[config.mk]
export PLATFORM = sky130hd
export DESIGN_NAME = calc_seq_flat
export DESIGN_NICKNAME = d
export VERILOG_FILES = /design/src/rtl/calc_pkg.sv /design/src/rtl/calc_if.sv /design/src/rtl/calc_iter_unit.sv /design/src/rtl/calc_seq.sv /design/src/flat_wrapper.sv
export SDC_FILE = /design/constraint.sdc
export NUM_CORES = 1
export LEC_CHECK = 0
export BUFFER_PORTS_ARGS = -buffer_cell sky130_fd_sc_hd__buf_2
export CORE_UTILIZATION = 51
export DETAILED_ROUTE_END_ITERATION = 10
export PLACE_DENSITY = 0.69
export SETUP_SLACK_MARGIN = 0.02
export SYNTH_ARGS = -nofsm -noshare
export SYNTH_HDL_FRONTEND = slang
export SYNTH_HIERARCHICAL = 1
export SYNTH_SLANG_ARGS = --single-unit
[constraint.sdc]
create_clock -name clk -period 7.6 [get_ports clk]
set_input_delay 1.52 -clock clk [delete_from_list [all_inputs] [get_ports clk]]
set_output_delay 1.52 -clock clk [all_outputs]
set_load 0.05 [all_outputs]
[src/rtl/calc_pkg.sv]
// Shared types and constants for the sequential calculator: opcodes, FSM states
// and the decimal display limit helper.
package calc_pkg;

  typedef enum logic [1:0] {
    OP_ADD = 2'd0,
    OP_SUB = 2'd1,
    OP_MUL = 2'd2,
    OP_DIV = 2'd3
  } op_t;

  typedef enum logic [1:0] {
    ST_IDLE   = 2'd0,
    ST_EXEC   = 2'd1,
    ST_FINISH = 2'd2
  } state_t;

  // Width of the range-check comparison; wide enough for 2W-bit results up to W=64.
  localparam int CMP_W = 128;

  function automatic logic [CMP_W-1:0] pow10(input int n);
    logic [CMP_W-1:0] v;
    v = CMP_W'(1);
    for (int i = 0; i < n && i < 38; i++) begin
      v = v * CMP_W'(10);
    end
    return v;
  endfunction

endpackage

[src/rtl/calc_if.sv]
// Request/response bundle between a calculator client and calc_seq.
interface calc_if #(
  parameter int W = 8
);
  logic           start;
  logic [W-1:0]   A;
  logic [W-1:0]   B;
  logic [1:0]     op;
  logic           ready;
  logic           done;
  logic [2*W-1:0] S;
  logic           neg;
  logic           err;

  modport master (
    output start, A, B, op,
    input  ready, done, S, neg, err
  );

  modport slave (
    input  start, A, B, op,
    output ready, done, S, neg, err
  );
endinterface

[src/rtl/calc_iter_unit.sv]
// Bit-serial datapath shared by multiply (shift-add) and divide (restoring);
// one result bit per step, W steps per operation.
module calc_iter_unit #(
  parameter int W = 8
) (
  input  logic           clk,
  input  logic           load_i,
  input  logic           step_i,
  input  logic           is_div_i,
  input  logic [W-1:0]   a_i,
  input  logic [W-1:0]   b_i,
  output logic [2*W-1:0] result_o
);

  logic [2*W-1:0] acc_q;   // product, or quotient collected in the low W bits
  logic [2*W-1:0] opnd_q;  // multiplicand shifting left / dividend bits leaving at W-1
  logic [W-1:0]   rem_q;   // partial remainder
  logic [W-1:0]   b_q;     // multiplier shifting right / fixed divisor

  logic [W:0] shifted;
  logic [W:0] diff;

  assign shifted  = {rem_q, opnd_q[W-1]};
  assign diff     = shifted - {1'b0, b_q};
  assign result_o = acc_q;

  // NOTE: pure datapath, always loaded before use, so it carries no reset.
  always_ff @(posedge clk) begin
    if (load_i) begin
      acc_q  <= '0;
      opnd_q <= {{W{1'b0}}, a_i};
      rem_q  <= '0;
      b_q    <= b_i;
    end else if (step_i) begin
      opnd_q <= opnd_q << 1;
      if (is_div_i) begin
        // A clear borrow bit means the divisor fits into the shifted remainder.
        if (!diff[W]) begin
          rem_q <= diff[W-1:0];
          acc_q <= {acc_q[2*W-2:0], 1'b1};
        end else begin
          rem_q <= shifted[W-1:0];
          acc_q <= {acc_q[2*W-2:0], 1'b0};
        end
      end else begin
        if (b_q[0]) acc_q <= acc_q + opnd_q;
        b_q <= b_q >> 1;
      end
    end
  end

endmodule

[src/rtl/calc_seq.sv]
// Sequential add/sub/mul/div calculator with a start/ready/done handshake and a
// decimal display range check on the registered result.
module calc_seq
  import calc_pkg::*;
#(
  parameter int W      = 8,
  parameter int DIGITS = 8
) (
  input logic   clk,
  input logic   rst,
  calc_if.slave bus
);

  localparam int               CNT_W = $clog2(W);
  localparam logic [CMP_W-1:0] MAXV  = pow10(DIGITS) - CMP_W'(1);

  state_t         state_q, state_d;
  logic [CNT_W-1:0] cnt_q, cnt_d;
  logic [W-1:0]   a_q, b_q;
  op_t            op_q;
  logic [2*W-1:0] s_q;
  logic           neg_q, err_q, done_q, ready_q;

  logic           accept;
  logic           iter_step;
  logic [2*W-1:0] iter_res;
  logic [2*W-1:0] a_ext, b_ext;
  logic [2*W-1:0] res;
  logic           res_neg, res_err;

  assign accept    = ready_q & bus.start;
  assign iter_step = (state_q == ST_EXEC) && (op_q inside {OP_MUL, OP_DIV});
  assign a_ext     = {{W{1'b0}}, a_q};
  assign b_ext     = {{W{1'b0}}, b_q};

  calc_iter_unit #(.W(W)) u_iter (
    .clk      (clk),
    .load_i   (accept),
    .step_i   (iter_step),
    .is_div_i (op_q == OP_DIV),
    .a_i      (bus.A),
    .b_i      (bus.B),
    .result_o (iter_res)
  );

  // NOTE: every combinational output gets a default first so no latch is inferred.
  always_comb begin
    state_d = state_q;
    cnt_d   = cnt_q;
    case (state_q)
      ST_IDLE: begin
        if (accept) begin
          state_d = ST_EXEC;
          cnt_d   = bus.op[1] ? CNT_W'(W - 1) : '0;
        end
      end
      ST_EXEC: begin
        if (cnt_q == '0) state_d = ST_FINISH;
        else             cnt_d   = cnt_q - CNT_W'(1);
      end
      default: state_d = ST_IDLE;
    endcase
  end

  always_comb begin
    res     = '0;
    res_neg = 1'b0;
    case (op_q)
      OP_ADD: res = a_ext + b_ext;
      OP_SUB: begin
        if (a_q >= b_q) begin
          res = a_ext - b_ext;
        end else begin
          res     = b_ext - a_ext;
          res_neg = 1'b1;
        end
      end
      default: res = iter_res;
    endcase
    res_err = ((op_q == OP_DIV) && (b_q == '0)) || (CMP_W'(res) > MAXV);
  end

  // NOTE: state registers use non-blocking assignments so all flops update together.
  always_ff @(posedge clk or negedge rst) begin
    if (!rst) begin
      state_q <= ST_IDLE;
      cnt_q   <= '0;
      a_q     <= '0;
      b_q     <= '0;
      op_q    <= OP_ADD;
      s_q     <= '0;
      neg_q   <= 1'b0;
      err_q   <= 1'b0;
      done_q  <= 1'b0;
      ready_q <= 1'b1;
    end else begin
      state_q <= state_d;
      cnt_q   <= cnt_d;
      ready_q <= (state_d == ST_IDLE);
      done_q  <= (state_q == ST_FINISH);
      if (accept) begin
        a_q  <= bus.A;
        b_q  <= bus.B;
        op_q <= op_t'(bus.op);
      end
      if (state_q == ST_FINISH) begin
        if (res_err) begin
          s_q   <= '0;
          err_q <= 1'b1;
          neg_q <= 1'b0;
        end else begin
          s_q   <= res;
          err_q <= 1'b0;
          neg_q <= res_neg;
        end
      end
    end
  end

  assign bus.ready = ready_q;
  assign bus.done  = done_q;
  assign bus.S     = s_q;
  assign bus.neg   = neg_q;
  assign bus.err   = err_q;

endmodule

[src/flat_wrapper.sv]
// flat-port wrapper written by rule: the top's interface ports become plain ports
module calc_seq_flat import calc_pkg::*;
#(
  parameter int W      = 8,
  parameter int DIGITS = 8
)
  (clk, rst, bus_start, bus_A, bus_B, bus_op, bus_ready, bus_done, bus_S, bus_neg, bus_err);
  calc_if #(.W(W)) bus_i ();
  input logic clk;
  input logic rst;
  input wire logic [$bits(bus_i.start)-1:0] bus_start;
  input wire logic [$bits(bus_i.A)-1:0] bus_A;
  input wire logic [$bits(bus_i.B)-1:0] bus_B;
  input wire logic [$bits(bus_i.op)-1:0] bus_op;
  output wire logic [$bits(bus_i.ready)-1:0] bus_ready;
  output wire logic [$bits(bus_i.done)-1:0] bus_done;
  output wire logic [$bits(bus_i.S)-1:0] bus_S;
  output wire logic [$bits(bus_i.neg)-1:0] bus_neg;
  output wire logic [$bits(bus_i.err)-1:0] bus_err;
  assign bus_i.start = bus_start;
  assign bus_i.A = bus_A;
  assign bus_i.B = bus_B;
  assign bus_i.op = bus_op;
  assign bus_ready = bus_i.ready;
  assign bus_done = bus_i.done;
  assign bus_S = bus_i.S;
  assign bus_neg = bus_i.neg;
  assign bus_err = bus_i.err;
  calc_seq #(.W(W), .DIGITS(DIGITS)) u_core (.clk(clk), .rst(rst), .bus(bus_i));
endmodule
==> impl_metrics.json, run 1 <==
{
  "outcome": "complete, but fails checks",
  "violations": "design-rule violations",
  "rows": 39,
  "grt_pass1_wl_um": 24900,
  "setup_ws_ns": 4.38,
  "place.gp.congestion": 0.911,
  "synth-simple-area-share_pct": 15.9,
  "ys.flop_type": "dfrtp_1",
  "fp.dieH_um": 111,
  "drc": 4,
  "synth_fa_ha_area_share_pct": 11.8,
  "yosysTopAreaCellShare_pct": 17.3,
  "cts_max_level": 3,
  "synth_area_um2": 6060,
  "ys_types": 76,
  "nets": 776,
  "ant_nets": 0,
  "clk_pin_slew_ns": 0.07,
  "post-cts-setup-buffers": 0,
  "area_growth_pct": 9.37,
  "die_area_um2": 12300,
  "ios": 41,
  "hold_ws_ns": 0.475,
  "synth_top_area_cell": "dfrtp_1",
  "cts_sinks": 91,
  "drt_pass1_iterations": 7,
  "grt-ovfl-total": 0,
  "fillCellCount": 1029,
  "preCtsSetupSlack_ns": 4.19,
  "finalCritPeriodShare_pct": 42.4,
  "syn_inst": 677,
  "min_period_ns": 3.22,
  "drive_gt1_share_pct": 13.0,
  "syn_area_per_cell_um2": 8.95,
  "grt_use_total_pct": 25.5,
  "rr_endpoint": "u_core/bus.S[1]",
  "path_class": "reg -> reg",
  "synth_edf_count": 16,
  "fin_area_um2": 6630,
  "grt_setup_unrepaired": "no",
  "reg2reg_slack_ns": 4.38,
  "vias": 5142,
  "die_width_um": 111,
  "synthTopCellsByArea": "dfrtp_1 17%, dfxtp_1 11%, ha_1 10%",
  "clock.fmax_mhz": 311,
  "ys_seq_area_share_pct": 36.3,
  "place_area_um2": 6330,
  "end_kind": "flop",
  "worst-r2r-cell-count": 9,
  "ys_seq_elements": 91,
  "worstMarginPinSlew_ns": 0.948,
  "synth_top_family_by_area": "compound AO/OA/AOI/OAI gates",
  "r2r_start": "u_core/a_q[5]",
  "min-delay-start": "u_core/bus.neg",
  "finalMaxSlewViolations": 0,
  "yosysWarningCount": 6,
  "drt-wirelength-per-cell_um": 17.7,
  "setup_viol": 0,
  "async_flop_share_pct": 47.3,
  "hold_viol": 0,
  "antenna_found_initial": 0,
  "slew_headroom_pct": 36.8,
  "cts_hold_buf": 0,
  "drt_iter0_drc": 365,
  "startpoint_type": "flop",
  "worstPathMaxFanout": 15,
  "synthMuxAreaShare_pct": 5.18,
  "dp_hpwl_um": 11200,
  "cts_buffers": 9,
  "clk_latency_ns": 0.35,
  "avgViaCountPerCell": 6.06,
  "cts_tree": "built",
  "grt_pass1_vias": 4941,
  "clockBufferDepth": 2,
  "synthXorXnorAreaFrac_pct": 3.61,
  "cap_viol_max_count": 0,
  "critPathArrivalTime_ns": 3.43,
  "io_buffers": 40,
  "ctsResizeCount": 0,
  "fin_skew_ns": 0.00817,
  "hold_path.class": "reg -> reg",
  "wl_um": 15000,
  "grt_start_max_net_pins": 64,
  "setup_tns_ns": 0,
  "core_um2": 11500,
  "min_path_cells": 2,
  "clockRootBuffer": "clkbuf_16",
  "antenna_cells": 0,
  "synth-compound-area-share_pct": 21.9,
  "required_ns": 7.81,
  "start_util_pct": 52.6,
  "syn_nets": 752,
  "min_to": "u_core/bus.neg"
}
state kept, by name, indices dropped and copies added (netlist names), 3 cells and up:
register                flops
u_core/cnt_q                3
u_core/a_q                  8
u_core/b_q                  8
u_core/bus.S               16
u_core/u_iter/b_q           8
u_core/u_iter/opnd_q       16
u_core/u_iter/rem_q         8
u_core/u_iter/result_o     16
cell usage after synthesis (6+ instances only):
library cell and count:
a22oi_1 6, buf_1 6, nand2_1 68, o21bai_1 6, mux2i_1 19, o211ai_1 6
mux2_2 11, edfxtp_1 16, dfxtp_1 32, or3_1 9, nand2b_1 7, ha_1 49
a31oi_1 8, o21a_1 9, nor2_1 54, xnor2_1 20, clkbuf_1 19, a21oi_1 38
nand3_1 14, dfrtp_1 42, o21ai_0 54, nor3_1 8, a21o_1 8, a211oi_1 10
a221o_1 7, inv_1 45, o31ai_1 9, and2_1 8, nor4_1 8
worst max-delay path, stage by stage (launching register included):
cell     delay, ns
dfrtp_1       0.38
inv_1         0.07
ha_1          0.50
nand4_2       0.21
nor3_1        0.08
or3_4         0.39
nor2b_1       0.65
mux2_2        0.41
a21oi_1       0.28
o31ai_1       0.10
cells in the final DEF (no fill, tap or decap), drive strengths merged, types with 5 or more instances in the layout:
cell type,n
or3,10
fa,5
xnor2,20
a21oi,39
mux2,11
a22oi,6
o211ai,6
o31ai,10
o21a,9
nor4,8
a21o,8
a211oi,11
edfxtp,16
nor2b,5
clkbuf,9
and2,8
mux2i,19
nand2b,7
nor2,54
dfxtp,32
nor3,8
a221o,7
inv,48
buf,45
o21ai,56
xor2,5
ha,49
nand3,15
o21bai,6
nand2,68
dfrtp,42
a31oi,8
kinds of logic after synthesis:
group,after synthesis
AO/OA/AOI/OAI,198
XOR/XNOR,25
adder cells (fa/ha/maj),54
buffers and inverters,78
flip-flops,91
multiplexers,30
AND/OR/NAND/NOR,201
layer usage:
layer,GRT usage (%),share of wire (%),vias up
met1,36.0,48,2489
li1,-,-,2491
met2,39.0,44,142
met3,4.21,5.5,20
met5,0,0,-
met4,10.3,1.9,0
final cells by class:
type                       count  area, um^2  area share [%]
clock buffer                   9         225            3.40
clock inverter                 7        73.8            1.11
inverter                      46         173            2.61
multi-input combinational    508        3540            53.4
sequential                    91        2200            33.2
tap                          143         179            2.70
timing repair buffer          45         238            3.59
per-stage QoR:
step	instances	utilization, %
after detailed placement	833	55.0
after CTS	849	57.6
final	849	57.6
after floorplan	677	-
after global placement	833	55.0
after global routing	849	57.6
worst max path at each step:
stage                              from                   end
after floorplan               bus_start  u_core/u_iter/b_q[0]
after global routing      u_core/a_q[5]       u_core/bus.S[1]
final                     u_core/a_q[5]       u_core/bus.S[1]
after global placement        bus_start  u_core/u_iter/b_q[6]
after CTS                 u_core/a_q[5]       u_core/bus.S[1]
after detailed placement      bus_start  u_core/u_iter/b_q[6]
Power of run 1 is not shown: default switching activity piles up to over one toggle a cycle in this logic, so the estimate is an artifact.
==> run 2, diff against run 1 <==
--- a/config.mk
+++ b/config.mk
@@ -5,10 +5,11 @@
 export SDC_FILE = /design/constraint.sdc
 export NUM_CORES = 1
 export LEC_CHECK = 0
+export ABC_AREA = 1
 export BUFFER_PORTS_ARGS = -buffer_cell sky130_fd_sc_hd__buf_2
 export CORE_UTILIZATION = 51
 export DETAILED_ROUTE_END_ITERATION = 10
-export PLACE_DENSITY = 0.69
+export PLACE_DENSITY = 0.72
 export SETUP_SLACK_MARGIN = 0.02
 export SYNTH_ARGS = -nofsm -noshare
 export SYNTH_HDL_FRONTEND = slang
==> constraint.sdc (replaced) <==
create_clock -name clk -period 2.95 [get_ports clk]
set_input_delay 0.59 -clock clk [delete_from_list [all_inputs] [get_ports clk]]
set_output_delay 0.59 -clock clk [all_outputs]
set_load 0.05 [all_outputs]
==> run 2 against run 1 <==
- the flow now finishes without violations
- die area up 6.9%
- worst hold slack lost 0.088 ns
- via count is 12% higher
- utilization rose by 0.32 points
- final area is 6.6% higher
- clock-buffer cell count increased by 1
- area after synthesis grew 7.1%
- largest cell class unchanged
==> impl_metrics.json, run 2 <==
{
  "hold_path.class": "in -> async",
  "synth.most_common_cell": "nand2_1",
  "grt_setup_unrepaired": "no",
  "synthXorXnorAreaFrac_pct": 1.89,
  "finalMaxSlewViolations": 0,
  "fin_skew_ns": 0.00476,
  "cts_hold_buf": 0,
  "path_class": "reg -> reg",
  "setup_tns_ns": 0,
  "finalCritPeriodShare_pct": 77.8,
  "synthMuxAreaShare_pct": 0,
  "wl_um": 15200,
  "die_area_um2": 13200,
  "cts_max_level": 3,
  "grt_pass1_wl_um": 25900,
  "fin_area_um2": 7070,
  "start_util_pct": 53.1,
  "ios": 41,
  "grt_use_total_pct": 25.1,
  "avgViaCountPerCell": 5.07,
  "synth_fa_ha_area_share_pct": 11.0,
  "grt-ovfl-total": 0,
  "cap_viol_max_count": 0,
  "clockRootBuffer": "clkbuf_16",
  "grt_start_max_net_pins": 77,
  "yosysWarningCount": 6,
  "post-cts-setup-buffers": 0,
  "async_flop_share_pct": 47.3,
  "synth_edf_count": 16,
  "rr_endpoint": "u_core/u_iter/result_o[0]",
  "drive_gt1_share_pct": 11.1,
  "clk_latency_ns": 0.35,
  "place_area_um2": 6790,
  "clock.fmax_mhz": 436,
  "ant_nets": 0,
  "ys.flop_type": "dfrtp_1",
  "slew_headroom_pct": 37.8,
  "die_width_um": 115,
  "cts_tree": "built",
  "cpMaxStageDelayCell": "dfrtp_1",
  "ys_types": 45,
  "place.gp.congestion": 0.907,
  "setup_viol": 0,
  "drc": 0,
  "min_period_ns": 2.29,
  "preCtsSetupSlack_ns": 0.677,
  "r2r_start": "u_core/op_q[1]",
  "clk_pin_slew_ns": 0.06,
  "syn_inst": 935,
  "nets": 1041,
  "dp_hpwl_um": 11800,
  "worstPathMaxFanout": 17,
  "vias": 5774,
  "ctsResizeCount": 0,
  "hold_ws_ns": 0.387,
  "end_kind": "flop",
  "antenna_cells": 0,
  "syn_area_per_cell_um2": 6.94,
  "outcome": "completed",
  "synthTopCellsByArea": "nand2_1 18%, dfrtp_1 16%, dfxtp_1 9.9%",
  "io_buffers": 40,
  "critPathArrivalTime_ns": 2.57,
  "grt_pass1_vias": 5293,
  "syn_nets": 1010,
  "setup_ws_ns": 0.656,
  "clockBufferDepth": 2,
  "rows": 40,
  "reg2reg_slack_ns": 0.66,
  "mostFrequentLayoutCell": "nand2_1",
  "drt-wirelength-per-cell_um": 13.4,
  "area_growth_pct": 8.93,
  "core_um2": 12200,
  "ys_seq_area_share_pct": 33.9,
  "yosysTopAreaCellShare_pct": 18.2,
  "cts_buffers": 9,
  "startpoint_type": "flop",
  "drt_iter0_drc": 480,
  "synth_top_family_by_area": "simple AND/OR/NAND/NOR gates",
  "drt_pass1_iterations": 5,
  "synthTopCellsByCount": "315 x nand2_1, 126 x inv_1, 68 x o21ai_0",
  "synth_top_area_cell": "nand2_1",
  "fillCellCount": 1257,
  "cts_sinks": 91,
  "slowest_delay_ns": 0.54,
  "antenna_found_initial": 0,
  "synth-simple-area-share_pct": 31.4,
  "required_ns": 3.23,
  "synth-compound-area-share_pct": 11.9,
  "hold_viol": 0,
  "synth_area_um2": 6490,
  "final_cell_mix": "315 x nand2_1, 125 x inv_1, 68 x o21ai_0",
  "fp.dieH_um": 115,
  "ys_seq_elements": 91,
  "worst-r2r-cell-count": 10,
  "worstMarginPinSlew_ns": 0.933,
  "crit_chain": "inv_1, nor2_1, buf_4, nand2_1, nand2_1, buf_4, inv_1, nor2_1, o21ai_0, a21oi_1"
}
[run 2: per-layer routing]
layer / global-route usage [%] / part of all wire (%) / vias up / wire, um
li1: - / - / 3034 / -
met1: 37.1 / 51 / 2578 / 7740
met2: 37.9 / 43 / 146 / 6500
met3: 3.74 / 4.9 / 16 / 743
met4: 7.97 / 1.5 / 0 / 223
met5: 0 / 0 / - / 0
[run 2: worst max-delay path by stage]
stage | from | end | slack, ns
2_1_floorplan | u_core/bus.ready | u_core/u_iter/b_q[0] | 0.50
3_3_place_gp | u_core/op_q[1] | u_core/u_iter/result_o[0] | 0.72
3_5_place_dp | u_core/op_q[1] | u_core/u_iter/result_o[0] | 0.68
4_1_cts | u_core/op_q[1] | u_core/u_iter/result_o[0] | 0.66
5_1_grt | u_core/op_q[1] | u_core/u_iter/result_o[0] | 0.35
6_report | u_core/op_q[1] | u_core/u_iter/result_o[0] | 0.66
[run 2: layout make-up]
type | count | area (um^2) | area share (%)
Clock buffer | 10 | 230 | 3.26
Sequential cell | 91 | 2200 | 31.1
Clock inverter | 6 | 42.5 | 0.602
Inverter | 131 | 492 | 6.96
Multi-Input combinational cell | 687 | 3650 | 51.6
Tap cell | 168 | 210 | 2.97
Timing Repair Buffer | 46 | 245 | 3.47
[run 2: worst max-delay path: cells and delay by family, from the launching register on]
| family | cells | cell delay, ns |
|---|---|---|
| simple gates | 4 | 0.52 |
| compound gates | 2 | 0.23 |
| flops | 1 | 0.54 |
| buf+inv | 4 | 0.93 |
[run 2: cell families (layout without fill, tap and decap cells)]
kind of cell,after synthesis,after routing
DFF,91,91
xor gates and xnor gates,14,14
adders and majority gates,54,54
buffers and inverters,157,193
and+or+nand+nor,477,477
AOI/OAI and AO/OA,142,142
[run 2: per-stage QoR]
stage / cells / utilization [%]
2_1_floorplan: 935 / -
3_3_place_gp: 1123 / 55.6
3_5_place_dp: 1123 / 55.6
4_1_cts: 1139 / 57.9
5_1_grt: 1139 / 57.9
6_report: 1139 / 57.9
Power of run 2 is left out for the same reason.
==> run 3, diff against run 2 <==
--- a/config.mk
+++ b/config.mk
@@ -5,11 +5,11 @@
 export SDC_FILE = /design/constraint.sdc
 export NUM_CORES = 1
 export LEC_CHECK = 0
-export ABC_AREA = 1
+export ABC_AREA = 0
 export BUFFER_PORTS_ARGS = -buffer_cell sky130_fd_sc_hd__buf_2
 export CORE_UTILIZATION = 51
 export DETAILED_ROUTE_END_ITERATION = 10
-export PLACE_DENSITY = 0.72
+export PLACE_DENSITY = 0.69
 export SETUP_SLACK_MARGIN = 0.02
 export SYNTH_ARGS = -nofsm -noshare
 export SYNTH_HDL_FRONTEND = slang
==> constraint.sdc (replaced) <==
create_clock -name clk -period 2.2 [get_ports clk]
set_input_delay 0.44 -clock clk [delete_from_list [all_inputs] [get_ports clk]]
set_output_delay 0.44 -clock clk [all_outputs]
set_load 0.05 [all_outputs]
==> run 3 against run 2 <==
- the run now ends with design-rule violations, negative setup slack left
- sequential share of layout area fell by 4.7 points
- global-route usage rose by 4.1 points
- final area rose by 18%
- clock skew rose by 0.0046 ns
- highest routed layer unchanged
- worst setup slack got worse by 0.88 ns
- critical path type unchanged
- clock-buffer cell count did not move
- final cell count fell by 14%
==> impl_metrics.json, run 3 (synthesized netlist as in run 1, its figures left out) <==
{
  "clk_latency_ns": 0.35,
  "cts_sinks": 91,
  "clockRootBuffer": "clkbuf_16",
  "mostFrequentLayoutCell": "buf_4",
  "grt_start_max_net_pins": 38,
  "cap_viol_max_count": 0,
  "cts_buffers": 9,
  "hold_path.class": "in -> async",
  "use_met2_pct": 46.9,
  "fp.dieH_um": 111,
  "setup_tns_ns": -3.21,
  "drive_gt1_share_pct": 39.2,
  "rr_endpoint": "u_core/u_iter/result_o[0]",
  "grt_use_met1_pct": 39.6,
  "reg2reg_slack_ns": -0.23,
  "slowest_delay_ns": 0.41,
  "worst-r2r-cell-count": 10,
  "fillCellCount": 856,
  "cp_common_cell": "inv_2",
  "r2r_start": "u_core/u_iter/opnd_q[7]",
  "worstMarginPinSlew_ns": 0.837,
  "ios": 41,
  "cts_hold_buf": 0,
  "vias": 5794,
  "finalCritPeriodShare_pct": 110,
  "violations": "design-rule violations, negative setup slack",
  "crit_chain": "inv_2, ha_4, inv_2, fa_2, a211oi_4, o21ai_2, a31o_4, o21a_4, a222oi_1, nor2_1",
  "grt.busiest_layer": "met2",
  "cpMaxStageDelayCell": "edfxtp_1",
  "fin_area_um2": 8350,
  "avgViaCountPerCell": 5.91,
  "cts_max_level": 3,
  "required_ns": 2.44,
  "fin_skew_ns": 0.00931,
  "final_cell_mix": "125 x buf_4, 64 x nand2_1, 49 x nor2_1",
  "antenna_cells": 0,
  "ant_nets": 0,
  "startpoint_type": "flop",
  "critPathTopFamily": "compound AO/OA/AOI/OAI gates",
  "grt_pass1_wl_um": 28300,
  "cp_num_buf_inv": 2,
  "die_width_um": 111,
  "hold_ws_ns": 0.189,
  "start_util_pct": 52.6,
  "place_area_um2": 7190,
  "setup_ws_ns": -0.228,
  "end_kind": "flop",
  "setup_viol": 22,
  "fin_util_pct": 72.5,
  "outcome": "complete, but fails checks",
  "dp_hpwl_um": 13100,
  "io_buffers": 40,
  "clockBufferDepth": 2,
  "slew_headroom_pct": 44.2,
  "finalMaxSlewViolations": 0,
  "rows": 39,
  "hold_viol": 0,
  "clk_pin_slew_ns": 0.07,
  "grt_util_met3_pct": 3.66,
  "cts_tree": "built",
  "antenna_found_initial": 0,
  "core_um2": 11500,
  "nets": 907,
  "clock.fmax_mhz": 412,
  "path_class": "reg -> reg",
  "critPathArrivalTime_ns": 2.66,
  "wl_um": 18300,
  "area_growth_pct": 37.8,
  "drt_iter0_drc": 419,
  "grt_setup_unrepaired": "yes",
  "place.gp.congestion": 0.896,
  "multi_input_area_um2": 4220,
  "grt_pass1_vias": 5684,
  "grt-ovfl-total": 0,
  "drt_pass1_iterations": 8,
  "worstPathMaxFanout": 6,
  "drc": 6,
  "regArea_um2": 2200,
  "grt_use_total_pct": 29.2,
  "drt-wirelength-per-cell_um": 18.6,
  "die_area_um2": 12300,
  "min_period_ns": 2.43
}
## run 3: changes by cell type in the layout (fill, tap and decap cells not counted), moves of 21 or more
cell     before  now
a21oi_1      54   21
buf_4         6  125
ha_1         49   28
inv_1       125   30
nand2_1     315   64
nand3_1      63   12
o21ai_0      68   46
## run 3: final cells by class
type | instances | area share, %
Tap cell | 143 | 2.14
Clock buffer | 10 | 2.74
Timing Repair Buffer | 176 | 15.4
Inverter | 46 | 2.10
Multi-Input combinational cell | 508 | 50.5
Clock inverter | 6 | 0.674
Sequential cell | 91 | 26.4
## run 3: worst reg2reg max path, stage by stage, from the launching register on
cell and delay (ns):
edfxtp_1 0.41, inv_2 0.10, ha_4 0.14, inv_2 0.04, fa_2 0.36, a211oi_4 0.29
o21ai_2 0.12, a31o_4 0.28, o21a_4 0.25, a222oi_1 0.26, nor2_1 0.07
## run 3: worst max path at each step
stage                            startpoint                   endpoint  slack, ns  depth (start not counted)
detailed placement  u_core/u_iter/opnd_q[7]     u_core/u_iter/rem_q[6]      -0.33                         10
global placement              u_core/a_q[0]           u_core/bus.S[14]      -0.17                         11
global route        u_core/u_iter/opnd_q[7]     u_core/u_iter/rem_q[3]      -0.31                         10
floorplan           u_core/u_iter/opnd_q[7]  u_core/u_iter/result_o[0]      -0.12                         11
finish              u_core/u_iter/opnd_q[7]  u_core/u_iter/result_o[0]      -0.23                         10
CTS                 u_core/u_iter/opnd_q[7]     u_core/u_iter/rem_q[4]      -0.17                         10
## run 3: metal layers
metal  vias up  routed length (um)
met5         -                   0
met4         0                 490
met3        33                 945
met2       189                8710
met1      2818                8110
li1       2754                   -
## run 3: stage by stage
| stage | std cells | setup slack (ns) |
|---|---|---|
| 3_5_place_dp | 934 | -0.327 |
| 2_1_floorplan | 677 | -0.118 |
| 4_1_cts | 965 | -0.174 |
| 5_1_grt | 980 | -0.314 |
| 3_3_place_gp | 934 | -0.173 |
| 6_report | 980 | -0.228 |
## run 3: repair_timing
| action | CTS | global route |
|---|---|---|
| setup endpoints to repair | 29 | 35 |
| gates cloned | 0 | 0 |
| pin swaps | 37 | 42 |
| gates resized for setup | 61 | 79 |
| buffers inserted | 16 | 19 |
Power of run 3 is left out for the same reason.
